===== config.mk =====
export PLATFORM = sky130hd
export DESIGN_NAME = scr1_dmem_copy_engine_flat
export DESIGN_NICKNAME = d
export VERILOG_FILES = /design/src/rtl/scr1_dmem_copy_engine_pkg.sv /design/src/rtl/scr1_dmem_copy_engine_if.sv /design/src/rtl/scr1_dmem_copy_timeout.sv /design/src/rtl/scr1_dmem_copy_engine.sv /design/src/flat_wrapper.sv
export SDC_FILE = /design/constraint.sdc
export NUM_CORES = 1
export LEC_CHECK = 0
export BUFFER_PORTS_ARGS = -buffer_cell sky130_fd_sc_hd__buf_4
export CORE_ASPECT_RATIO = 0.75
export CORE_MARGIN = 5
export CORE_UTILIZATION = 45
export DETAILED_ROUTE_END_ITERATION = 10
export PLACE_DENSITY = 0.78
export SETUP_SLACK_MARGIN = 0.3
export SYNTH_ARGS = -nofsm -noshare
export SYNTH_HDL_FRONTEND = slang
export SYNTH_SLANG_ARGS = --single-unit

===== constraint.sdc =====
create_clock -name clk -period 2.6 [get_ports clk]
set_input_delay 0.52 -clock clk [delete_from_list [all_inputs] [get_ports clk]]
set_output_delay 0.52 -clock clk [all_outputs]
set_load 0.01 [all_outputs]

===== src/rtl/scr1_dmem_copy_engine_pkg.sv =====
// scr1_dmem_copy_engine_pkg: dmem bus enums, widths and address helper shared by the copy engine slice
package scr1_dmem_copy_engine_pkg;
    localparam int SCR1_DMEM_AWIDTH = 32;
    localparam int SCR1_DMEM_DWIDTH = 32;
    typedef enum logic {
        SCR1_MEM_CMD_RD = 1'b0,
        SCR1_MEM_CMD_WR = 1'b1
    } type_scr1_mem_cmd_e;
    typedef enum logic [1:0] {
        SCR1_MEM_WIDTH_BYTE  = 2'b00,
        SCR1_MEM_WIDTH_HWORD = 2'b01,
        SCR1_MEM_WIDTH_WORD  = 2'b10
    } type_scr1_mem_width_e;
    typedef enum logic [1:0] {
        SCR1_MEM_RESP_NOTRDY = 2'b00,
        SCR1_MEM_RESP_RDY_OK = 2'b01,
        SCR1_MEM_RESP_RDY_ER = 2'b10
    } type_scr1_mem_resp_e;
    function automatic logic [SCR1_DMEM_AWIDTH-1:0] word_align(input logic [SCR1_DMEM_AWIDTH-1:0] a);
        return {a[SCR1_DMEM_AWIDTH-1:2], 2'b00};
    endfunction
endpackage


===== src/rtl/scr1_dmem_copy_engine_if.sv =====
// scr1_dmem_copy_engine_if: core-style dmem request/response bus
interface scr1_dmem_copy_engine_if;
    import scr1_dmem_copy_engine_pkg::*;
    logic                        req;
    logic                        req_ack;
    type_scr1_mem_cmd_e          cmd;
    type_scr1_mem_width_e        width;
    logic [SCR1_DMEM_AWIDTH-1:0] addr;
    logic [SCR1_DMEM_DWIDTH-1:0] wdata;
    logic [SCR1_DMEM_DWIDTH-1:0] rdata;
    type_scr1_mem_resp_e         resp;
    modport master (output req, cmd, width, addr, wdata, input req_ack, rdata, resp);
    modport slave  (input req, cmd, width, addr, wdata, output req_ack, rdata, resp);
endinterface


===== src/rtl/scr1_dmem_copy_timeout.sv =====
// scr1_dmem_copy_timeout: loadable down-counter flagging a handshake wait that ran TIMEOUT cycles
module scr1_dmem_copy_timeout #(
    parameter int TIMEOUT = 64
) (
    input  logic clk,
    input  logic rst,
    input  logic load,
    input  logic en,
    output logic expired
);
    localparam int CW = (TIMEOUT > 1) ? $clog2(TIMEOUT + 1) : 1;
    logic [CW-1:0] cnt_q;
    always_ff @(posedge clk) begin
        if (rst || load) cnt_q <= CW'(TIMEOUT);
        else if (en && cnt_q != '0) cnt_q <= cnt_q - CW'(1);
    end
    // fires on the TIMEOUT-th consecutive stalled cycle so the FSM leaves at that edge
    assign expired = (TIMEOUT != 0) && en && (cnt_q == CW'(1));
endmodule


===== src/rtl/scr1_dmem_copy_engine.sv =====
// scr1_dmem_copy_engine: dmem initiator that copies or fills word blocks one transaction at a time
module scr1_dmem_copy_engine
    import scr1_dmem_copy_engine_pkg::*;
#(
    parameter int LEN_W   = 16,
    parameter int TIMEOUT = 64
) (
    input  logic                        clk,
    input  logic                        rst,
    input  logic                        cfg_start,
    input  logic                        cfg_mode,
    input  logic [SCR1_DMEM_AWIDTH-1:0] cfg_src_addr,
    input  logic [SCR1_DMEM_AWIDTH-1:0] cfg_dst_addr,
    input  logic [LEN_W-1:0]            cfg_len,
    input  logic [SCR1_DMEM_DWIDTH-1:0] cfg_fill_data,
    output logic                        stat_busy,
    output logic                        stat_done,
    output logic                        stat_err,
    output logic [SCR1_DMEM_AWIDTH-1:0] stat_err_addr,
    output logic [LEN_W-1:0]            stat_count,
    scr1_dmem_copy_engine_if.master     dmem
);
    typedef enum logic [2:0] {IDLE, RD_REQ, RD_WAIT, WR_REQ, WR_WAIT, DONE} state_e;
    state_e                      state_q, state_d;
    logic                        mode_q;
    logic [SCR1_DMEM_AWIDTH-1:0] src_q, dst_q;
    logic [LEN_W-1:0]            rem_q;
    logic [SCR1_DMEM_DWIDTH-1:0] wdata_q;
    logic                        is_req, is_wait, is_wr, resp_ok, fail, tmo_en, tmo_exp;
    assign is_req  = state_q == RD_REQ || state_q == WR_REQ;
    assign is_wait = state_q == RD_WAIT || state_q == WR_WAIT;
    assign is_wr   = state_q == WR_REQ || state_q == WR_WAIT;
    assign resp_ok = is_wait && dmem.resp == SCR1_MEM_RESP_RDY_OK;
    assign tmo_en  = is_req ? !dmem.req_ack : is_wait && dmem.resp == SCR1_MEM_RESP_NOTRDY;
    assign fail    = (is_wait && dmem.resp == SCR1_MEM_RESP_RDY_ER) || tmo_exp;
    scr1_dmem_copy_timeout #(.TIMEOUT(TIMEOUT)) u_timeout (
        .clk     (clk),
        .rst     (rst),
        .load    (state_d != state_q),
        .en      (tmo_en),
        .expired (tmo_exp)
    );
    always_ff @(posedge clk) begin
        if (rst) state_q <= IDLE;
        else state_q <= state_d;
    end
    always_comb begin
        state_d = state_q;
        case (state_q)
            IDLE:    state_d = !cfg_start ? IDLE : cfg_len == '0 ? DONE : cfg_mode ? WR_REQ : RD_REQ;
            RD_REQ:  state_d = fail ? DONE : dmem.req_ack ? RD_WAIT : RD_REQ;
            RD_WAIT: state_d = fail ? DONE : resp_ok ? WR_REQ : RD_WAIT;
            WR_REQ:  state_d = fail ? DONE : dmem.req_ack ? WR_WAIT : WR_REQ;
            WR_WAIT: state_d = fail ? DONE : !resp_ok ? WR_WAIT : rem_q == LEN_W'(1) ? DONE : mode_q ? WR_REQ : RD_REQ;
            default: state_d = IDLE;
        endcase
    end
    always_comb begin
        dmem.req   = is_req;
        dmem.cmd   = is_wr ? SCR1_MEM_CMD_WR : SCR1_MEM_CMD_RD;
        dmem.width = SCR1_MEM_WIDTH_WORD;
        dmem.addr  = is_wr ? dst_q : src_q;
        dmem.wdata = wdata_q;
        stat_busy  = state_q != IDLE && state_q != DONE;
        stat_done  = state_q == DONE;
    end
    always_ff @(posedge clk) begin
        if (rst) begin
            mode_q        <= 1'b0;
            src_q         <= '0;
            dst_q         <= '0;
            rem_q         <= '0;
            wdata_q       <= '0;
            stat_err      <= 1'b0;
            stat_err_addr <= '0;
            stat_count    <= '0;
        end else begin
            if (state_q == IDLE && cfg_start) begin
                mode_q     <= cfg_mode;
                src_q      <= word_align(cfg_src_addr);
                dst_q      <= word_align(cfg_dst_addr);
                rem_q      <= cfg_len;
                wdata_q    <= cfg_fill_data;
                stat_err   <= 1'b0;
                stat_count <= '0;
            end
            if (resp_ok && state_q == RD_WAIT) wdata_q <= dmem.rdata;
            if (resp_ok && state_q == WR_WAIT) begin
                stat_count <= stat_count + LEN_W'(1);
                src_q      <= src_q + SCR1_DMEM_AWIDTH'(4);
                dst_q      <= dst_q + SCR1_DMEM_AWIDTH'(4);
                rem_q      <= rem_q - LEN_W'(1);
            end
            if (fail) begin
                stat_err      <= 1'b1;
                stat_err_addr <= dmem.addr;
            end
        end
    end
endmodule


===== src/flat_wrapper.sv =====
// flat-port wrapper written by rule: the top's interface ports become plain ports
module scr1_dmem_copy_engine_flat import scr1_dmem_copy_engine_pkg::*;
#(
    parameter int LEN_W   = 16,
    parameter int TIMEOUT = 64
)
  (clk, rst, cfg_start, cfg_mode, cfg_src_addr, cfg_dst_addr, cfg_len, cfg_fill_data, stat_busy, stat_done, stat_err, stat_err_addr, stat_count, dmem_req, dmem_cmd, dmem_width, dmem_addr, dmem_wdata, dmem_req_ack, dmem_rdata, dmem_resp);
  scr1_dmem_copy_engine_if dmem_i ();
  input  logic clk;
  input  logic rst;
  input  logic cfg_start;
  input  logic cfg_mode;
  input  logic [SCR1_DMEM_AWIDTH-1:0] cfg_src_addr;
  input  logic [SCR1_DMEM_AWIDTH-1:0] cfg_dst_addr;
  input  logic [LEN_W-1:0] cfg_len;
  input  logic [SCR1_DMEM_DWIDTH-1:0] cfg_fill_data;
  output logic stat_busy;
  output logic stat_done;
  output logic stat_err;
  output logic [SCR1_DMEM_AWIDTH-1:0] stat_err_addr;
  output logic [LEN_W-1:0] stat_count;
  output wire logic [$bits(dmem_i.req)-1:0] dmem_req;
  output wire logic [$bits(dmem_i.cmd)-1:0] dmem_cmd;
  output wire logic [$bits(dmem_i.width)-1:0] dmem_width;
  output wire logic [$bits(dmem_i.addr)-1:0] dmem_addr;
  output wire logic [$bits(dmem_i.wdata)-1:0] dmem_wdata;
  input wire logic [$bits(dmem_i.req_ack)-1:0] dmem_req_ack;
  input wire logic [$bits(dmem_i.rdata)-1:0] dmem_rdata;
  input wire logic [$bits(dmem_i.resp)-1:0] dmem_resp;
  assign dmem_req = dmem_i.req;
  assign dmem_cmd = dmem_i.cmd;
  assign dmem_width = dmem_i.width;
  assign dmem_addr = dmem_i.addr;
  assign dmem_wdata = dmem_i.wdata;
  assign dmem_i.req_ack = dmem_req_ack;
  assign dmem_i.rdata = dmem_rdata;
  assign dmem_i.resp = dmem_resp;
  scr1_dmem_copy_engine #(.LEN_W(LEN_W), .TIMEOUT(TIMEOUT)) u_core (.clk(clk), .rst(rst), .cfg_start(cfg_start), .cfg_mode(cfg_mode), .cfg_src_addr(cfg_src_addr), .cfg_dst_addr(cfg_dst_addr), .cfg_len(cfg_len), .cfg_fill_data(cfg_fill_data), .stat_busy(stat_busy), .stat_done(stat_done), .stat_err(stat_err), .stat_err_addr(stat_err_addr), .stat_count(stat_count), .dmem(dmem_i));
endmodule

Word-level counts from Yosys, hierarchy flattened. Index checks and enable logic that the tools add are counted.

Add/sub/neg operators: 5. Equal/unequal tests: 11. Multiplexer cells: 29. Reductions and logical operators: 23.

Operator list (count): $mux 32 (7); $add 32x3->32 const B (2); $mux 16 (4); $mux 3 (9); $add 16x1->16 const B (1); $eq 16x1->1 const B (1); $logic_not 16->1 (1); $sub 16x1->16 const B (1); $pmux 3 s5 (1); $logic_and 1x1->1 (9); $eq 7x1->1 const B (1); $reduce_bool 7->1 (1); $sub 7x1->7 const B (1); $eq 3x2->1 const B (2); $eq 3x3->1 const B (2); $mux 2 (3); $reduce_bool 2->1 (3); $logic_or 1x1->1 (5); $mux 1 (5); $eq 3x1->1 const B (1); $logic_not 3->1 (1); $ne 3x3->1 (1); $ne 3x3->1 const B (1); $reduce_bool 3->1 (1); other kinds (4) (4).

Flip-flop bits (word level): 172. Bits of input ports: 151. Output and inout port bits: 119.

Logic depth before layout (Yosys ltp). Gate-level depths: netlist of the first run.

Depth in word-level cells: 10. Mapped depth: 10.

By module. Synthesis of the first run repeated with hierarchy kept, for this count alone.

Cell total of the unflattened synthesis: 1063. Area total of the unflattened synthesis: 8709.6 sq um.

By module, submodules not included: scr1_dmem_copy_engine (times used 1, cells each 1018, area each 8315.5 sq um, seq. area each 3203.1 sq um); scr1_dmem_copy_timeout (times used 1, cells each 45, area each 394.1 sq um, seq. area each 140.1 sq um).

Worst setup path before layout of the first run. No wires, ideal clock.

Path kind: reg2out. Start point: reg u_core.state_q[0]. End point: out dmem_addr[10]. Data arrival time: 1.939 ns. Data required time: 2.080 ns. Setup slack: 0.141 ns. Cell stages (with the launch flop): 9. Path buffers: 3. Cell sequence: dfxtp_1 buf_2 clkbuf_1 nor2b_1 inv_1 o21ai_1 buf_2 mux2i_1 inv_1.

Word-level cells in the longest chain between the ends: 3.

RTL lines: from (decl) (line scr1_dmem_copy_engine.sv:24) `state_e state_q, state_d;`; from (signal assigned) (line scr1_dmem_copy_engine.sv:45) `else state_q <= state_d;`; $eq 3x2->1 / $eq 3x3->1 (equally long branches) (line scr1_dmem_copy_engine.sv:32) `assign is_wr = state_q == WR_REQ || state_q == WR_WAIT;`; $logic_or 1x1->1 * (line scr1_dmem_copy_engine.sv:32); $mux 32 * (line scr1_dmem_copy_engine.sv:62) `dmem.addr = is_wr ? dst_q : src_q;`; to (decl) (line flat_wrapper.sv:25) `output wire logic [$bits(dmem_i.addr)-1:0] dmem_addr;`.

Every way passes the cells marked *; elsewhere a longest branch is shown, timed or not.

Final worst setup path of the first run.
Start point: reg u_core.state_q[0]. End point: out dmem_addr[17].

The elaborated chain is that of the path after synthesis.

==> impl_metrics.csv, run 1 <==
group,metric,value,unit
status,outcome,"finished, violations left",
status,violations,"setup timing",
setup_path,path_buf_inv,4,
setup_path,crit_path_max_incr_delay,0.41,ns
drt,dr.first_iter.drc_count,1168,
setup_path,path_max_fanout,8,
power,power.density,600,nW/um^2
place,placed_area,11100,um^2
logic_synthesis,synthTopCellsByArea,"dfxtp_1, nand2_1, nor2_1",
global_route,grt_usage,25.7,%
setup_path,path_class,"register to primary output",
setup_path,cp_cell_sequence,"or3b_4, o21ai_4, buf_6, buf_12, mux2i_4, inv_2, buf_6",
setup_path,slowest_stage,"or3b_4",
clock_tree,cts_buffers,17,
cells_and_area,mostFrequentLayoutCells,"buf_4, nand2_1, dfxtp_1, nor2_1, nand3_1",
logic_synthesis,synth_top_area_cell,"dfxtp_1",
floorplan,die_h,131,um
setup_path,worst_path_most_repeated_cell,"buf_6",
floorplan,initial_core_util,45.6,%
cells_and_area,diodes,0,
setup_path,crit_path_end_kind,"primary output",
place,hpwl,20800,um
logic_synthesis,netlist_area,8780,um^2
clock_tree,cts_tree,"yes",
logic_synthesis,synth-edff-count,0,
timing,setup_viol,15,
logic_synthesis,ys_seq_area_share,38.1,%
floorplan,core,19300,um^2
timing,skew,0.0114,ns
drt,via_per_inst,5.98,
cells_and_area,final_common_cell,"buf_4",
cells_and_area,drive_gt1_share,32.7,%
cells_and_area,stdcell_area,12700,um^2
logic_synthesis,async_flop_share,0,%
global_route,grt_pass1_wl,46500,um
power,p_leak,5.14,nW
timing,tightest_slew,0.786,ns
cells_and_area,final_cell_count_no_fill,1692,
setup_path,worstPathRequired,2.08,ns
floorplan,rows,44,
clock_tree,path_clk_slew,0.07,ns
floorplan,io_pins,270,
floorplan,die_area,22400,um^2
logic_synthesis,ys_types,63,
place,place_congestion,0.898,
timing,fin_crit_sh,102,%
drt,wl_per_cell,19.2,um
min_path,hold_class,"primary input to register",
clock_tree,clock-sinks,167,
setup_path,critPathLaunchType,"register",
drt,via_count,10100,
clock_tree,cts-root-buf,"clkbuf_16",
floorplan,die_w,171,um
timing,drv_slew,0,
logic_synthesis,syn_avg_cell_area,7.57,um^2
timing,hold-worst-slack,0.340,ns
drt,antenna_left,0,
drt,drt-pass1-iter-count,8,
place,port_buffers,261,
clock_tree,clock_path_buffers,2,
cells_and_area,syn2layout_area_growth,44.9,%
setup_path,cp_top_family,"buffers and inverters",
timing,timing.fmax,378,MHz
timing,grt_setup_unrepaired,"yes",
drt,drt-total-wl,32500,um
global_route,antenna_found_initial,0,
setup_path,crit_arrival,2.12,ns
timing,slew_headroom,47.6,%
cells_and_area,fin_util,66.0,%
logic_synthesis,synth_top_area_share,38.1,%
logic_synthesis,yosysWarnings,0,
global_route,grt_max_degree,96,
timing,hold_viol,0,
logic_synthesis,syn_inst,1159,
logic_synthesis,synth_seq_cells,167,
timing,worst_slack,-0.0425,ns
global_route,grt.overflow.total,0,
global_route,grt_pass1_vias,8904,
clock_tree,ctsHoldBuffers,0,
place,place_inst,1622,
cells_and_area,nNetsFinal,1585,
power,p_total,7.64,mW
clock_tree,cts_htree_levels,4,
logic_synthesis,synthFlopType,"dfxtp_1",
drt,drc,0,
timing,fin_crit,2.64,ns
power,peakVddDrop,0.403,mV
clock_tree,worstSkewPairLatency,0.43,ns
flow_run,maxCapViolCount,0,
[cells by family (layout without fill, tap and decap cells)]
group | count (synthesis) | count (layout) | share of synthesized area (%)
flops | 167 | 167 | 38.1
buf+inv | 131 | 409 | 6.06
xor+xnor | 7 | 7 | 0.699
mux | 45 | 45 | 5.30
simple gates | 527 | 527 | 28.8
other cells | 2 | 4 | 0.0856
compound gates | 272 | 272 | 19.9
fa+ha+maj | 8 | 8 | 1.14
[Yosys cell counts (6+ instances only)]
master / number
or3_1: 26
o21ai_0: 62
a211oi_1: 34
nand4_1: 26
nand3_1: 73
dfxtp_1: 167
mux2i_1: 33
buf_2: 12
o211ai_1: 22
nor2_1: 129
nor2b_1: 8
buf_4: 6
clkbuf_1: 66
and3_1: 14
a221oi_1: 7
inv_1: 42
nor3_1: 20
xnor2_1: 6
nor4_1: 22
a31oi_1: 40
ha_1: 8
mux2_2: 12
o311ai_0: 8
a21oi_1: 63
nand2_1: 167
[sequential cells by signal (all words and copies together) (netlist names), 3 cells and up]
register	count
u_core.src_q	30
u_core.stat_count	16
u_core.dst_q	30
u_core.stat_err_addr	31
u_core.state_q	3
u_core.dmem.wdata	32
u_core.u_timeout.cnt_q	7
u_core.rem_q	16
[cell type report]
cell class                 instances  area [um^2]
sequential                       167         3350
clock buffer                      18          439
tap                              253          317
multi-input combinational        863         5410
timing repair buffer             334         2880
clock inverter                    14          163
inverter                          43          161
fill                            1582         6550
[path summary, 6_finish.rpt]
path	from	endpoint	slack [ns]	cells past startpoint
worst max-delay path	u_core.state_q[0]$_SDFF_PP0_	dmem_addr[17]	-0.04	7
worst min-delay path	dmem_rdata[27]	u_core.dmem.wdata[27]$_SDFFE_PP0P_	0.34	3
worst max register to register	u_core.src_q[4]$_SDFFE_PP0P_	u_core.src_q[21]$_SDFFE_PP0P_	0.36	5
worst min register to register	u_core.mode_q$_SDFFE_PP0P_	u_core.mode_q$_SDFFE_PP0P_	0.46	2
[power breakdown]
group          internal (mW)  switching (mW)  leakage, nW
registers               2.77           0.261         1.37
logic                  0.952            1.01         3.48
clock network           1.47            1.17        0.293
[what timing repair did]
action	4_1_cts	5_1_grt
pin swaps	1	6
gates resized for setup	94	61
gates cloned	3	4
setup buffers	13	18
endpoints found under the setup margin	38	86
[per-layer routing]
metal	global-route usage [%]	share of wire, %	vias up
met2	40.5	46	582
met4	7.87	2.3	0
met1	34.7	40	4746
met3	6.95	11	59
li1	-	-	4725
met5	0	0	-
[per-stage QoR]
stage	setup WS [ns]	setup TNS [ns]
after global routing	-0.132	-1.89
after floorplan	0.339	0
after detailed placement	0.191	0
final	-0.0425	-0.277
after CTS	-0.0103	-0.0402
after global placement	0.221	0
[worst register-to-register path, delay by kind of cell, from the launching register on]
family	cells	cell delay, ns
compound gates	1	0.15
flops	1	0.49
simple gates	4	1.53
Power figures use the tool's default switching activity.
==> run 2: changes to the inputs <==
--- a/config.mk
+++ b/config.mk
@@ -10,8 +10,9 @@
 export CORE_MARGIN = 5
 export CORE_UTILIZATION = 45
 export DETAILED_ROUTE_END_ITERATION = 10
-export PLACE_DENSITY = 0.78
+export PLACE_DENSITY = 0.79
 export SETUP_SLACK_MARGIN = 0.3
 export SYNTH_ARGS = -nofsm -noshare
 export SYNTH_HDL_FRONTEND = slang
+export SYNTH_HIERARCHICAL = 1
 export SYNTH_SLANG_ARGS = --single-unit
==> constraint.sdc (replaced) <==
create_clock -name clk -period 2.5 [get_ports clk]
set_input_delay 0.5 -clock clk [delete_from_list [all_inputs] [get_ports clk]]
set_output_delay 0.5 -clock clk [all_outputs]
set_load 0.01 [all_outputs]
==> impl_metrics.csv, run 2 <==
group,metric,value,unit
floorplan,io_pins,270,
setup_path,crit_path_max_incr_delay,0.43,ns
cells_and_area,n_fill_cell,1596,
logic_synthesis,synth_top_area_share,38.4,%
floorplan,die_area,22300,um^2
clock_tree,cts_tree,"yes",
place,port_buffers,261,
global_route,grt_usage,26.2,%
clock_tree,clock_path_buffers,2,
timing,fin_crit_sh,102,%
clock_tree,ctsHoldBuffers,0,
cells_and_area,nNetsFinal,1486,
drt,antenna_left,0,
drt,drc,0,
timing,drv_slew,0,
cells_and_area,largest_reg_flops,32,
power,p_int,5.34,mW
drt,via_per_inst,6.02,
logic_synthesis,synth-edff-count,0,
clock_tree,cts_htree_levels,4,
setup_path,cp_cell_sequence,"or3b_4, nand2_8, buf_12, buf_16, mux2_4, buf_6",
setup_path,slowest_stage,"or3b_4",
logic_synthesis,ys_seq_area_share,38.4,%
timing,timing.fmax,393,MHz
floorplan,die_h,130,um
timing,worst_slack,-0.0427,ns
timing,grt_setup_unrepaired,"yes",
power,p_leak,4.90,nW
logic_synthesis,synthTopCellsByCount,"dfxtp_1, nand2_1, nor2_1",
global_route,grt_pass1_wl,47000,um
setup_path,crit_path_end_kind,"primary output",
min_path,hold_class,"primary input to register",
clock_tree,worstSkewPairLatency,0.43,ns
floorplan,rows,44,
clock_tree,clock-sinks,167,
timing,hold-worst-slack,0.315,ns
logic_synthesis,syn_avg_cell_area,8.19,um^2
logic_synthesis,synthFlopType,"dfxtp_1",
status,violations,"setup timing",
floorplan,die_w,171,um
timing,hold_viol,0,
setup_path,worstPathRequired,2.00,ns
cells_and_area,mostFrequentLayoutCells,"buf_4, dfxtp_1, nand2_1, nor2_1, a21oi_1",
setup_path,critPathLaunchType,"register",
logic_synthesis,synth_top_area_cell,"dfxtp_1",
drt,drt-pass1-iter-count,6,
global_route,grt.overflow.total,0,
power,power.density,622,nW/um^2
clock_tree,cts-root-buf,"clkbuf_16",
power,p_total,7.73,mW
power,switching_share,31.0,%
clock_tree,path_clk_slew,0.07,ns
setup_path,path_max_fanout,8,
status,outcome,"finished, violations left",
timing,slew_headroom,51.3,%
floorplan,initial_core_util,45.3,%
cells_and_area,final_common_cell,"buf_4",
timing,skew,0.0122,ns
global_route,antenna_found_initial,3,
logic_synthesis,post-synth-top-count-cell,"dfxtp_1",
drt,drt-total-wl,31600,um
cells_and_area,drive_gt1_share,33.4,%
setup_path,crit_arrival,2.04,ns
flow_run,maxCapViolCount,0,
cells_and_area,register_area,3360,um^2
logic_synthesis,netlist_area,8710,um^2
drt,via_count,9599,
setup_path,path_class,"register to primary output",
power,power_switching,2.40,mW
power,clock_power_share,33.9,%
logic_synthesis,syn_inst,1063,
cells_and_area,syn2layout_area_growth,42.8,%
logic_synthesis,async_flop_share,0,%
logic_synthesis,yosysWarnings,6,
drt,dr.first_iter.drc_count,1035,
global_route,grt_pass1_vias,8795,
logic_synthesis,ys_types,70,
logic_synthesis,synthTopCellsByArea,"dfxtp_1, nand2_1, a21oi_1",
clock_tree,cts_buffers,17,
timing,fin_crit,2.54,ns
place,hpwl,21300,um
drt,wl_per_cell,19.8,um
power,power_frac_seq,39.9,%
power,peakVddDrop,0.424,mV
timing,tightest_slew,0.731,ns
place,place_congestion,0.870,
timing,setup_viol,22,
cells_and_area,multi_input_area,5320,um^2
global_route,grt_max_degree,65,
logic_synthesis,synth_seq_cells,167,
floorplan,core,19200,um^2
power,combPwrFrac,26.1,%
[run 2: changes by cell type after synthesis, moves of 9 or more]
| cell | change |
|---|---|
| nand3_1 | -35 |
| a22oi_1 | +33 |
| nand2_1 | -32 |
| nor2_1 | -32 |
| a211oi_1 | -31 |
| inv_1 | -31 |
| a21oi_1 | +26 |
| o21ai_0 | -25 |
| mux2_2 | +21 |
| nor3_1 | -11 |
| or3_1 | -11 |
| clkbuf_1 | -9 |
[run 2: kinds of logic (layout without fill, tap and decap cells)]
kind of cell / count (synthesis) / after routing / synth area share, %
flip-flops: 167 / 167 / 38.4
AO/OA/AOI/OAI: 290 / 290 / 21.8
buffers and inverters: 94 / 369 / 4.54
AND/OR/NAND/NOR: 430 / 430 / 25.4
XOR/XNOR: 4 / 4 / 0.402
adder cells (fa/ha/maj): 8 / 8 / 1.15
multiplexers: 68 / 68 / 8.30
other: 2 / 6 / 0.0862
[run 2: cell type report]
class | count | area share, %
diodes | 2 | 0.0402
clock buffers | 20 | 3.75
clock inverters | 12 | 0.956
inverters | 11 | 0.332
multi-input cells | 804 | 42.8
flip-flops and latches | 167 | 27.0
well taps | 253 | 2.55
repair buffers | 326 | 22.6
[run 2: repair_timing]
item | CTS | global route
endpoints found under the setup margin | 43 | 123
gates resized for setup | 91 | 31
pin swaps | 12 | 13
cloned | 3 | 2
buffers inserted | 14 | 5
[run 2: metrics by stage]
| stage | area, um^2 | util, % | instances | TNS, ns | worst slack, ns |
|---|---|---|---|---|---|
| finish | 12400 | 64.7 | 1595 | -0.581 | -0.0427 |
| global route | 12400 | 64.7 | 1595 | -1.76 | -0.0931 |
| global placement | 11100 | 57.5 | 1537 | 0 | 0.0751 |
| floorplan | 8770 | - | 1065 | 0 | 0.155 |
| CTS | 12200 | 63.6 | 1586 | -0.676 | -0.0441 |
| detailed placement | 11100 | 57.5 | 1537 | 0 | 0.0608 |
[run 2: worst paths after layout]
kind,to,cells after the start,start,slack [ns]
hold / removal,u_core/dst_q[6]$_SDFFE_PP0P_,3,cfg_dst_addr[6],0.31
hold reg to reg,u_core/dmem.wdata[9]$_SDFFE_PP0P_,2,u_core/dmem.wdata[9]$_SDFFE_PP0P_,0.45
setup reg to reg,u_core/u_timeout/cnt_q[1]$_SDFFE_PP0P_,13,u_core/state_q[1]$_SDFF_PP0_,-0.01
setup / recovery,dmem_addr[14],6,u_core/state_q[1]$_SDFF_PP0_,-0.04
[run 2: power groups by stage]
| stage | logic [mW] | clock network (mW) | registers [mW] |
|---|---|---|---|
| 5_1_grt | 2.16 | 2.80 | 3.11 |
| 2_1_floorplan | 0.965 | 0 | 3.10 |
| 3_3_place_gp | 1.66 | 0 | 3.12 |
| 4_1_cts | 1.92 | 2.67 | 3.07 |
| 6_report | 2.02 | 2.62 | 3.09 |
| 3_5_place_dp | 1.69 | 0 | 3.14 |
[run 2: layer usage]
layer / routed length [um] / vias to the layer above / share of wire [%] / track usage, %
met2: 14600 / 513 / 46 / 42.5
met4: 726 / 2 / 2.3 / 8.64
met3: 3470 / 49 / 11 / 6.92
met1: 12800 / 4545 / 41 / 34.2
met5: 7 / - / 0.022 / 0
li1: - / 4490 / - / -
[run 2: worst max-delay path: cells and delay by family, from the launching register on]
family / cells / cell delay (ns)
simple gates: 2 / 0.54
flops: 1 / 0.35
buf+inv: 3 / 0.41
mux: 1 / 0.33
==> run 3: changes to the inputs <==
==> constraint.sdc (replaced) <==
create_clock -name clk -period 2.7 [get_ports clk]
set_input_delay 0.405 -clock clk [delete_from_list [all_inputs] [get_ports clk]]
set_output_delay 0.405 -clock clk [all_outputs]
set_load 0.01 [all_outputs]
==> impl_metrics.csv, run 3 (same netlist as run 2, synthesis figures left out) <==
group,metric,value,unit
min_path,min_from,"cfg_src_addr[15]",
cells_and_area,final_common_cell,"buf_4",
place,place_congestion,0.913,
setup_path,crit_path_end_kind,"register",
floorplan,initial_core_util,45.3,%
setup_path,worstPathRequired,3.03,ns
power,p_leak,4.85,nW
setup_path,path_max_fanout,7,
setup_path,r2r_slack,0.13,ns
clock_tree,cts_buffers,17,
floorplan,io_pins,270,
cells_and_area,nNetsFinal,1483,
min_path,min_to,"u_core/src_q[15]$_SDFFE_PP0P_",
timing,timing.fmax,389,MHz
clock_tree,clock-sinks,167,
drt,wl_per_cell,19.6,um
place,port_buffers,261,
floorplan,die_h,130,um
timing,grt_setup_unrepaired,"yes",
drt,antenna_left,0,
setup_path,reg2reg_from,"u_core/state_q[1]$_SDFF_PP0_",
clock_tree,clock_path_buffers,2,
min_path,hold_class,"primary input to register",
flow_run,maxCapViolCount,0,
setup_path,crit_arrival,2.90,ns
cells_and_area,diodes,0,
power,power.density,578,nW/um^2
floorplan,core,19200,um^2
drt,drc,0,
timing,fin_crit,2.57,ns
clock_tree,cts-root-buf,"clkbuf_16",
min_path,hold_depth,3,
setup_path,r2r_cells,13,
drt,drt-total-wl,31100,um
timing,hold_viol,0,
clock_tree,ctsHoldBuffers,0,
place,hpwl,20800,um
global_route,grt_max_degree,92,
timing,fin_crit_sh,95.3,%
timing,skew,0.0144,ns
timing,drv_slew,0,
drt,via_per_inst,6.03,
drt,via_count,9587,
timing,setup_viol,0,
status,outcome,"finished, final reports clean",
floorplan,die_area,22300,um^2
clock_tree,cts_htree_levels,4,
cells_and_area,syn2layout_area_growth,40.3,%
setup_path,path_class,"register to register",
timing,tns,0,ns
global_route,antenna_found_initial,1,
drt,dr.first_iter.drc_count,991,
cells_and_area,fin_util,63.6,%
global_route,grt_usage,25.9,%
timing,tightest_slew,0.659,ns
global_route,grt.overflow.total,0,
cells_and_area,mostFrequentLayoutCells,"buf_4, dfxtp_1, nand2_1, nor2_1, a21oi_1",
global_route,grt_pass1_wl,46500,um
cells_and_area,drive_gt1_share,31.7,%
setup_path,r2r-end,"u_core/u_timeout/cnt_q[1]$_SDFFE_PP0P_",
timing,slew_headroom,56.0,%
setup_path,critPathLaunchType,"register",
clock_tree,worstSkewPairLatency,0.43,ns
floorplan,die_w,171,um
cells_and_area,largest_reg_flops,32,
floorplan,rows,44,
clock_tree,path_clk_slew,0.08,ns
clock_tree,cts_tree,"yes",
global_route,grt_pass1_vias,8799,
drt,drt-pass1-iter-count,5,
power,peakVddDrop,0.400,mV
[run 3: cell count changes in the layout (fill, tap and decap cells not counted), moves of 3 or more]
| cell | before | now |
|---|---|---|
| nor2_1 | 92 | 95 |
| clkbuf_8 | 3 | 0 |
| inv_8 | 0 | 5 |
| nor2_2 | 5 | 2 |
| buf_6 | 42 | 33 |
| a221oi_1 | 3 | 8 |
| a221oi_2 | 5 | 0 |
| buf_4 | 270 | 277 |
[run 3: layout make-up]
type	instances	area [um^2]
clock buffer	17	425
clock inverter	15	158
fill	1605	6990
inverter	11	41.3
multi-input combinational	805	5220
sequential	167	3350
tap	253	317
timing repair buffer	322	2710
[run 3: timing repair]
action	in CTS	in global routing
endpoints found under the setup margin	37	73
resized for setup	76	14
setup buffers	11	19
cloned	3	2
pin swaps	6	10
[run 3: worst max path at each step]
stage,end,depth (start not counted),startpoint,slack [ns]
floorplan,u_core/u_timeout/cnt_q[1]$_SDFFE_PP0P_,14,u_core/state_q[1]$_SDFF_PP0_,0.31
global placement,u_core/u_timeout/cnt_q[1]$_SDFFE_PP0P_,12,u_core/state_q[2]$_SDFF_PP0_,0.20
detailed placement,u_core/u_timeout/cnt_q[1]$_SDFFE_PP0P_,12,u_core/state_q[2]$_SDFF_PP0_,0.14
CTS,dmem_addr[11],7,u_core/state_q[1]$_SDFF_PP0_,0.15
global route,u_core/u_timeout/cnt_q[1]$_SDFFE_PP0P_,13,u_core/state_q[1]$_SDFF_PP0_,0.08
finish,u_core/u_timeout/cnt_q[1]$_SDFFE_PP0P_,13,u_core/state_q[1]$_SDFF_PP0_,0.13
[run 3: metal layers]
| layer | share of wire [%] | GRT usage [%] | up-vias |
|---|---|---|---|
| met4 | 1.4 | 7.51 | 2 |
| met3 | 10 | 7.85 | 45 |
| met2 | 47 | 42.0 | 504 |
| met5 | 0.042 | 0 | - |
| met1 | 41 | 33.8 | 4539 |
| li1 | - | - | 4497 |
[run 3: stage by stage]
| stage | std cells | area (um^2) | total power, mW | hold WS (ns) | setup slack (ns) |
|---|---|---|---|---|---|
| after CTS | 1569 | 12000 | 7.01 | 0.203 | 0.147 |
| final | 1590 | 12200 | 7.07 | 0.220 | 0.127 |
| after global routing | 1590 | 12200 | 7.38 | 0.216 | 0.0764 |
| after detailed placement | 1523 | 10900 | 4.42 | 0.447 | 0.136 |
| after global placement | 1523 | 10900 | 4.39 | 0.443 | 0.204 |
| after floorplan | 1065 | 8740 | 3.75 | 0.436 | 0.305 |
[run 3: report_power, final]
part,internal [mW],total (mW),switching (mW)
logic,0.875,1.79,0.911
registers,2.65,2.86,0.212
clock network,1.24,2.42,1.18
[run 3: critical path: stages (launching register included)]
cell	delay, ns
dfxtp_2	0.33
buf_4	0.14
xnor2_2	0.15
nor2_2	0.16
nand2_1	0.08
o21ai_2	0.08
and4b_2	0.38
o21a_1	0.17
nor2_1	0.05
o32a_1	0.36
o21ai_2	0.09
or2_4	0.17
nor2_1	0.05
mux2_2	0.26
